### src/rtl/aes_display_pkg.sv
// Shared types and constants for the BCD-to-binary converter.
// A three-digit BCD value (0..999) needs a 10-bit binary result.
package aes_display_pkg;

    typedef enum logic [1:0] {
        IDLE  = 2'd0,
        SHIFT = 2'd1,
        DONE  = 2'd2
    } state_t;

    localparam int BCD_DIGITS = 3;
    localparam int CONV_ITERS = 10;
    localparam int BIN_W      = 10;

    // True when any nibble of a packed BCD word is not a decimal digit.
    function automatic logic digits_invalid(input logic [4*BCD_DIGITS-1:0] bcd);
        logic bad;
        bad = 1'b0;
        for (int i = 0; i < BCD_DIGITS; i++) begin
            if (bcd[4*i +: 4] > 4'd9) bad = 1'b1;
        end
        return bad;
    endfunction

endpackage

### src/rtl/bcd_nibble_adjust.sv
// One BCD nibble correction for reverse double-dabble: after a right
// shift, a nibble of 8 or more must have 3 subtracted from it.
module bcd_nibble_adjust (
    input  logic [3:0] nibble,
    output logic [3:0] adjusted
);

    assign adjusted = (nibble >= 4'd8) ? (nibble - 4'd3) : nibble;

endmodule

### src/rtl/bcd_to_binary_seq.sv
// Sequential three-digit BCD to binary converter (reverse double-dabble).
// One shift per cycle for ten cycles; digits above 9 short-circuit to an
// invalid result. Results hold from done until the next conversion ends.
module bcd_to_binary_seq #(
    parameter int OUT_W = 8
) (
    input  logic             clk,
    input  logic             rst,
    input  logic             start,
    input  logic [3:0]       hundreds,
    input  logic [3:0]       tens,
    input  logic [3:0]       units,
    output logic             busy,
    output logic             done,
    output logic [OUT_W-1:0] data,
    output logic             overflow,
    output logic             invalid
);

    import aes_display_pkg::*;

    localparam int          BCD_W     = 4 * BCD_DIGITS;
    localparam logic [3:0]  LAST_ITER = 4'(CONV_ITERS);

    state_t             state_q;
    logic [BCD_W-1:0]   bcd_q;
    logic [BIN_W-1:0]   bin_q;
    logic [3:0]         cnt_q;
    logic               bad_q;
    logic [OUT_W-1:0]   data_q;
    logic               overflow_q;
    logic               invalid_q;

    logic [BCD_W+BIN_W-1:0] shifted;
    logic [BCD_W-1:0]       bcd_adj;

    // One reverse double-dabble step: shift {bcd,bin} right, then fix nibbles.
    assign shifted = {bcd_q, bin_q} >> 1;

    for (genvar g = 0; g < BCD_DIGITS; g++) begin : g_adj
        bcd_nibble_adjust u_adj (
            .nibble   (shifted[BIN_W + 4*g +: 4]),
            .adjusted (bcd_adj[4*g +: 4])
        );
    end

    // Control FSM plus datapath and result registers.
    // NOTE: every register here uses non-blocking assignment so all state
    // updates see the pre-edge values, exactly like the flops they become.
    always_ff @(posedge clk) begin
        if (rst) begin
            state_q    <= IDLE;
            bcd_q      <= '0;
            bin_q      <= '0;
            cnt_q      <= '0;
            bad_q      <= 1'b0;
            data_q     <= '0;
            overflow_q <= 1'b0;
            invalid_q  <= 1'b0;
        end else begin
            case (state_q)
                IDLE: begin
                    if (start) begin
                        bcd_q   <= {hundreds, tens, units};
                        bin_q   <= '0;
                        cnt_q   <= '0;
                        bad_q   <= digits_invalid({hundreds, tens, units});
                        state_q <= SHIFT;
                    end
                end
                SHIFT: begin
                    if (bad_q) begin
                        // Bad digits: no iterations, report invalid right away.
                        data_q     <= '0;
                        overflow_q <= 1'b0;
                        invalid_q  <= 1'b1;
                        state_q    <= DONE;
                    end else if (cnt_q != LAST_ITER) begin
                        bcd_q <= bcd_adj;
                        bin_q <= shifted[BIN_W-1:0];
                        cnt_q <= cnt_q + 4'd1;
                    end else begin
                        data_q     <= bin_q[OUT_W-1:0];
                        overflow_q <= (bin_q >> OUT_W) != '0;
                        invalid_q  <= 1'b0;
                        state_q    <= DONE;
                    end
                end
                DONE: begin
                    state_q <= IDLE;
                end
                default: begin
                    state_q <= IDLE;
                end
            endcase
        end
    end

    assign busy     = (state_q != IDLE);
    assign done     = (state_q == DONE);
    assign data     = data_q;
    assign overflow = overflow_q;
    assign invalid  = invalid_q;

endmodule

### config.mk
export PLATFORM = sky130hd
export DESIGN_NAME = bcd_to_binary_seq
export DESIGN_NICKNAME = d
export VERILOG_FILES = /design/src/rtl/aes_display_pkg.sv /design/src/rtl/bcd_nibble_adjust.sv /design/src/rtl/bcd_to_binary_seq.sv
export SDC_FILE = /design/constraint.sdc
export NUM_CORES = 1
export LEC_CHECK = 0
export CELL_PAD_IN_SITES_DETAIL_PLACEMENT = 1
export CELL_PAD_IN_SITES_GLOBAL_PLACEMENT = 1
export CORE_MARGIN = 2
export CORE_UTILIZATION = 42
export DETAILED_ROUTE_END_ITERATION = 8
export DONT_BUFFER_PORTS = 1
export HOLD_SLACK_MARGIN = 0.02
export PLACE_DENSITY = 0.79
export SLEW_MARGIN = 20
export SYNTH_ARGS = -nofsm -noshare
export SYNTH_HDL_FRONTEND = slang
export SYNTH_SLANG_ARGS = --single-unit
### constraint.sdc
create_clock -name clk -period 1.5 [get_ports clk]
set_input_delay 0.45 -clock clk [delete_from_list [all_inputs] [get_ports clk]]
set_output_delay 0.45 -clock clk [all_outputs]
set_load 0.01 [all_outputs]
==> flow_summary.json, run 1 <==
{
  "status": "finished with violations",
  "violations": "setup timing",
  "placed_cell_area_um2": 1891,
  "antenna_left": 0,
  "skew_ns": 0.008857,
  "cpLargestDelayFamily": "simple AND/OR/NAND/NOR gates",
  "leakagePower_nw": 0.7880,
  "synth_nets": 224,
  "powerDensity_nw_per_um2": 1131,
  "ys_warn_count": 0,
  "reg2reg_depth": 7,
  "hold_viol_final": 0,
  "yosys.area.top_type_share_pct": 44.48,
  "slew_headroom_pct": 73.94,
  "start_util_pct": 43.88,
  "synthCells": 203,
  "pre_cts_slack_ns": -0.07706,
  "grt_max_degree": 27,
  "io_pins": 27,
  "rows": 23,
  "hold_path.class": "input pin to flip-flop",
  "fin_ws_ns": -0.03244,
  "maxCapViolations": 0,
  "min_period_ns": 1.532,
  "fp.dieW_um": 68.65,
  "grt_pass1_wl_um": 7659,
  "hpwl_um": 3214,
  "crit_chain": "inv_2, ha_4, and3b_2, nor3_4, buf_6, nand2_1, a21oi_2",
  "die_h_um": 68.65,
  "worstHoldPathCells": 1,
  "die-area_um2": 4713,
  "design_area_um2": 2155,
  "crit_type": "flip-flop to flip-flop",
  "post-route-drc-count": 0,
  "clock-sinks": 39,
  "slew_viol_final": 0,
  "cts_tree": "done",
  "instances_no_fill": 270,
  "fin_nets": 240,
  "multi_input_area_um2": 988.4,
  "rsz0062_at_grt": "yes",
  "placed_cells": 257,
  "cts_buffers": 5,
  "finalSetupViolCount": 4,
  "wl_um": 4897,
  "root_buffer": "clkbuf_8",
  "hold_ws_ns": 0.2077,
  "cp_data_arrival_time_ns": 1.77,
  "register_area_um2": 789.5,
  "synthTopCellsByCount": "44 x nand2_1, 39 x dfxtp_1, 20 x a21oi_1, 20 x nor2_1",
  "netlist-cell-type-count": 35,
  "antenna_found_initial": 0,
  "area.growth.synth_to_final_pct": 22.74,
  "critical_path.max_fanout": 5,
  "synth_edf_count": 0,
  "whs_endpoint": "bcd_q[8]",
  "path_clk_slew_ns": 0.09,
  "slowest_delay_ns": 0.35,
  "wl_per_cell_um": 18.14,
  "cts_hold_buf": 0,
  "seq_area_frac_synth_pct": 44.48,
  "first_pass_iters": 4,
  "worst_skew_pair.late_latency_ns": 0.30,
  "avgSynthCellArea_um2": 8.647,
  "crit_slowest_cell": "dfxtp_2",
  "syn_area_um2": 1755,
  "crit_buf_inv": 2,
  "worst_slew_pin_slew_ns": 0.3900,
  "async_reset_ff_share_pct": 0,
  "final_layout_size_suffix_gt1_share_pct": 28.18,
  "r2r_end": "bin_q[5]",
  "core_area_um2": 4000,
  "finalPower_w": 0.002437,
  "vias": 1525,
  "dominantRegCellSynth": "dfxtp_1",
  "cts_max_level": 2,
  "required_ns": 1.74,
  "endpoint_kind": "flip-flop",
  "grt_overflow": 0,
  "grt_pass1_vias": 1514,
  "io_buffers": 0,
  "clockBufferDepth": 2,
  "nFillCells": 461,
  "antenna_cells": 0,
  "drtIter0Drc": 77,
  "yosysTopAreaCell": "dfxtp_1",
  "start_kind": "flip-flop",
  "r2r-start": "cnt_q[0]",
  "grt_use_total_pct": 22.71,
  "viasPerCell": 5.648,
  "ir_drop_mv": 0.6748,
  "synth.most_common_cell": "nand2_1",
  "min_period_over_period_pct": 102.2,
  "gp_congestion": 0.7668,
  "ys_ff_latch": 39,
  "r2r_setup_slack_ns": -0.03,
  "synthTopCellsByArea": "dfxtp_1 44%, nand2_1 9.4%, a21oi_1 5.7%",
  "hp-start": "rst",
  "fmax_ghz": 0.6526
}
-- logic make-up after synthesis --
family / count (synthesis) / synth area share (%)
buffers and inverters: 15 / 4.348
adder cells (fa/ha/maj): 6 / 4.276
AND/OR/NAND/NOR: 82 / 22.81
XOR/XNOR: 7 / 3.493
AO/OA/AOI/OAI: 54 / 20.60
flip-flops: 39 / 44.48
-- sequential cells by signal, summed over array words and instances (netlist names) --
signal    cells
data          8
cnt_q         4
bin_q        10
state_q       2
invalid       1
bad_q         1
bcd_q        12
overflow      1
-- final cells by class --
cell class                 instances  share of cell area (%)
timing repair buffer              19                   8.304
clock buffer                       5                   3.194
inverter                           5                  0.8711
clock inverter                     3                   2.207
tap                               50                   2.904
multi-input combinational        149                   45.88
sequential                        39                   36.64
-- power by group --
| group | leakage, nW | internal, W | switching (W) |
|---|---|---|---|
| clock network | 0.0587 | 0.000504 | 0.000406 |
| logic | 0.410 | 0.000175 | 0.000213 |
| registers | 0.319 | 0.00108 | 0.0000547 |
| total | 0.788 | 0.00176 | 0.000674 |
-- how the worst max path moves through the flow --
stage	startpoint	endpoint	slack (ns)	cells past startpoint
2_1_floorplan	cnt_q[0]	bin_q[0]	0.04	7
3_3_place_gp	state_q[0]	bcd_q[2]	0.02	5
3_5_place_dp	state_q[0]	bcd_q[9]	-0.08	4
4_1_cts	cnt_q[0]	bin_q[4]	0.002	7
5_1_grt	cnt_q[0]	bin_q[5]	-0.11	7
6_report	cnt_q[0]	bin_q[5]	-0.03	7
-- routing by layer --
layer / part of all wire (%) / track usage (%)
met1: 43 / 28.23
met2: 51 / 36.42
met3: 3.9 / 7.468
met4: 2.0 / 8.500
met5: 0 / 0
-- per-stage QoR --
stage	TNS, ns	util, %
CTS	0	51.89
global placement	0	47.26
detailed placement	-0.3930	47.26
finish	-0.05205	53.86
global route	-1.298	53.86
floorplan	0	-
-- placed cells by master (no fill, tap or decap), types with 5 or more instances in the layout --
cell / netlist / layout
dfxtp_1: 39 / 36
a21oi_2: 1 / 10
nand2_1: 44 / 38
o211ai_1: 6 / 6
buf_4: 2 / 14
ha_1: 6 / 5
clkbuf_8: 0 / 5
a22oi_1: 8 / 8
nor2_1: 20 / 20
a21oi_1: 20 / 11
o21ai_0: 8 / 8
-- repair_timing --
item	4_1_cts	5_1_grt
gates resized for setup	15	17
buffers inserted	3	2
pin swaps	4	4
endpoints found under the setup margin	28	29
(Power assumes the default switching activity.)
==> run 2, diff against run 1 <==
--- a/config.mk
+++ b/config.mk
@@ -5,12 +5,13 @@
 export SDC_FILE = /design/constraint.sdc
 export NUM_CORES = 1
 export LEC_CHECK = 0
+export CAP_MARGIN = 20
 export CELL_PAD_IN_SITES_DETAIL_PLACEMENT = 1
 export CELL_PAD_IN_SITES_GLOBAL_PLACEMENT = 1
-export CORE_MARGIN = 2
 export CORE_UTILIZATION = 42
 export DETAILED_ROUTE_END_ITERATION = 8
 export DONT_BUFFER_PORTS = 1
+export GPL_ROUTABILITY_DRIVEN = 0
 export HOLD_SLACK_MARGIN = 0.02
 export PLACE_DENSITY = 0.79
 export SLEW_MARGIN = 20
==> flow_summary.json, run 2 (same netlist as run 1, synthesis figures left out) <==
{
  "design_area_um2": 2130,
  "crit_slowest_cell": "dfxtp_2",
  "area.growth.synth_to_final_pct": 21.31,
  "seqPwrFrac_pct": 50.7,
  "cts_tree": "done",
  "crit_buf_inv": 3,
  "vias": 1533,
  "worst_slew_pin_slew_ns": 0.3732,
  "critical_path.max_fanout": 6,
  "fmax_ghz": 0.6676,
  "rsz0062_at_grt": "yes",
  "root_buffer": "clkbuf_8",
  "largest_reg_flops": 12,
  "slew_viol_final": 0,
  "final_layout_size_suffix_gt1_share_pct": 24.43,
  "crit_chain": "inv_2, ha_4, and3b_2, nor3_4, buf_6, buf_12, nand2_1, a21oi_2",
  "grt_max_degree": 27,
  "slowest_delay_ns": 0.34,
  "leakagePower_nw": 0.8145,
  "clockBufferDepth": 2,
  "wl_per_cell_um": 16.99,
  "cts_buffers": 5,
  "io_pins": 27,
  "required_ns": 1.73,
  "powerDensity_nw_per_um2": 1051,
  "skew_ns": 0.01018,
  "antenna_left": 0,
  "cts_hold_buf": 0,
  "final_cell_mix": "42 x nand2_1, 36 x dfxtp_1, 20 x nor2_1",
  "placed_cell_area_um2": 1883,
  "hold_path.class": "input pin to flip-flop",
  "endpoint_kind": "flip-flop",
  "pwr-share-clk_pct": 31.2,
  "antenna_cells": 0,
  "fin_util_pct": 53.24,
  "ir_drop_mv": 0.5454,
  "path_clk_slew_ns": 0.08,
  "antenna_found_initial": 0,
  "p_int_w": 0.001600,
  "cpLargestDelayFamily": "simple AND/OR/NAND/NOR gates",
  "grt_pass1_vias": 1497,
  "clock-sinks": 39,
  "min_period_ns": 1.498,
  "grt_pass1_wl_um": 7286,
  "core_area_um2": 4000,
  "die-area_um2": 4442,
  "power_frac_comb_pct": 18.1,
  "finalSetupViolCount": 0,
  "io_buffers": 0,
  "final_common_cell": "nand2_1",
  "maxCapViolations": 0,
  "switching_share_pct": 28.54,
  "hpwl_um": 3133,
  "cts_max_level": 2,
  "hold_viol_final": 0,
  "drtIter0Drc": 54,
  "status": "complete, no violations",
  "fp.dieW_um": 66.65,
  "viasPerCell": 5.657,
  "largest_register": "bcd_q",
  "fin_nets": 241,
  "p_sw_w": 0.0006391,
  "min_period_over_period_pct": 99.87,
  "grt_overflow": 0,
  "die_h_um": 66.65,
  "start_util_pct": 43.88,
  "worst_skew_pair.late_latency_ns": 0.30,
  "rows": 23,
  "first_pass_iters": 4,
  "crit_type": "flip-flop to flip-flop",
  "wl_um": 4605,
  "cp_data_arrival_time_ns": 1.73,
  "post-route-drc-count": 0,
  "start_kind": "flip-flop",
  "slew_headroom_pct": 75.06,
  "grt_use_total_pct": 22.17
}
==> run 2: stage by stage <==
step	total power (W)	hold slack, ns	setup slack [ns]	instances	setup TNS [ns]
floorplan	0.001404	0.4321	0.04334	203	0
global placement	0.001480	0.4464	0.07656	256	0
detailed placement	0.001508	0.4625	-0.05671	256	-0.3653
CTS	0.002235	0.2021	-0.01816	267	-0.07145
global route	0.002342	0.1945	-0.08150	271	-0.7361
finish	0.002239	0.2083	0.002020	271	0
==> run 2: final timing paths <==
check / slack, ns / cells past startpoint / endpoint / startpoint
worst max-delay path: 0.002 / 8 / bin_q[5] / cnt_q[0]
worst min-delay path: 0.21 / 1 / bcd_q[10] / rst
worst max register to register: 0.002 / 8 / bin_q[5] / cnt_q[0]
worst min register to register: 0.47 / 2 / bin_q[9] / bcd_q[0]
==> run 2: final cells by class <==
class | count | area, um2
clock inverter | 2 | 12.51
sequential | 39 | 787.0
clock buffer | 6 | 72.57
tap | 50 | 62.56
fill | 463 | 1871
timing repair buffer | 20 | 210.2
inverter | 5 | 18.77
multi-input combinational | 149 | 965.9
==> run 2: power groups by stage <==
stage / clock network, W / registers, W / logic [W]
finish: 0.000699 / 0.00114 / 0.000405
floorplan: 0 / 0.00114 / 0.000261
CTS: 0.000717 / 0.00113 / 0.000384
global placement: 0 / 0.00115 / 0.000329
global route: 0.000756 / 0.00114 / 0.000443
detailed placement: 0 / 0.00116 / 0.000351
==> run 2: layer usage <==
metal  global-route usage (%)  wire, um  up-vias
li1                         -         -      727
met1                    28.06      2014      761
met2                    35.61      2328       33
met3                    5.651       179       12
met4                    8.777        83        0
met5                        0         0        -
==> run 2: repair_timing <==
| action | CTS | global route |
|---|---|---|
| resized for setup | 9 | 17 |
| pin swaps | 1 | 4 |
| buffers inserted | 2 | 4 |
| gates cloned | 1 | 0 |
| setup endpoints to repair | 18 | 28 |
==> run 3, diff against run 2 <==
--- a/config.mk
+++ b/config.mk
@@ -5,6 +5,7 @@
 export SDC_FILE = /design/constraint.sdc
 export NUM_CORES = 1
 export LEC_CHECK = 0
+export ABC_CLOCK_PERIOD_IN_PS = 1500
 export CAP_MARGIN = 20
 export CELL_PAD_IN_SITES_DETAIL_PLACEMENT = 1
 export CELL_PAD_IN_SITES_GLOBAL_PLACEMENT = 1
@@ -14,7 +15,6 @@
 export GPL_ROUTABILITY_DRIVEN = 0
 export HOLD_SLACK_MARGIN = 0.02
 export PLACE_DENSITY = 0.79
-export SLEW_MARGIN = 20
 export SYNTH_ARGS = -nofsm -noshare
 export SYNTH_HDL_FRONTEND = slang
 export SYNTH_SLANG_ARGS = --single-unit
==> results of run 3 <==
The final DEF is identical to that of run 2; final timing and power are the same.
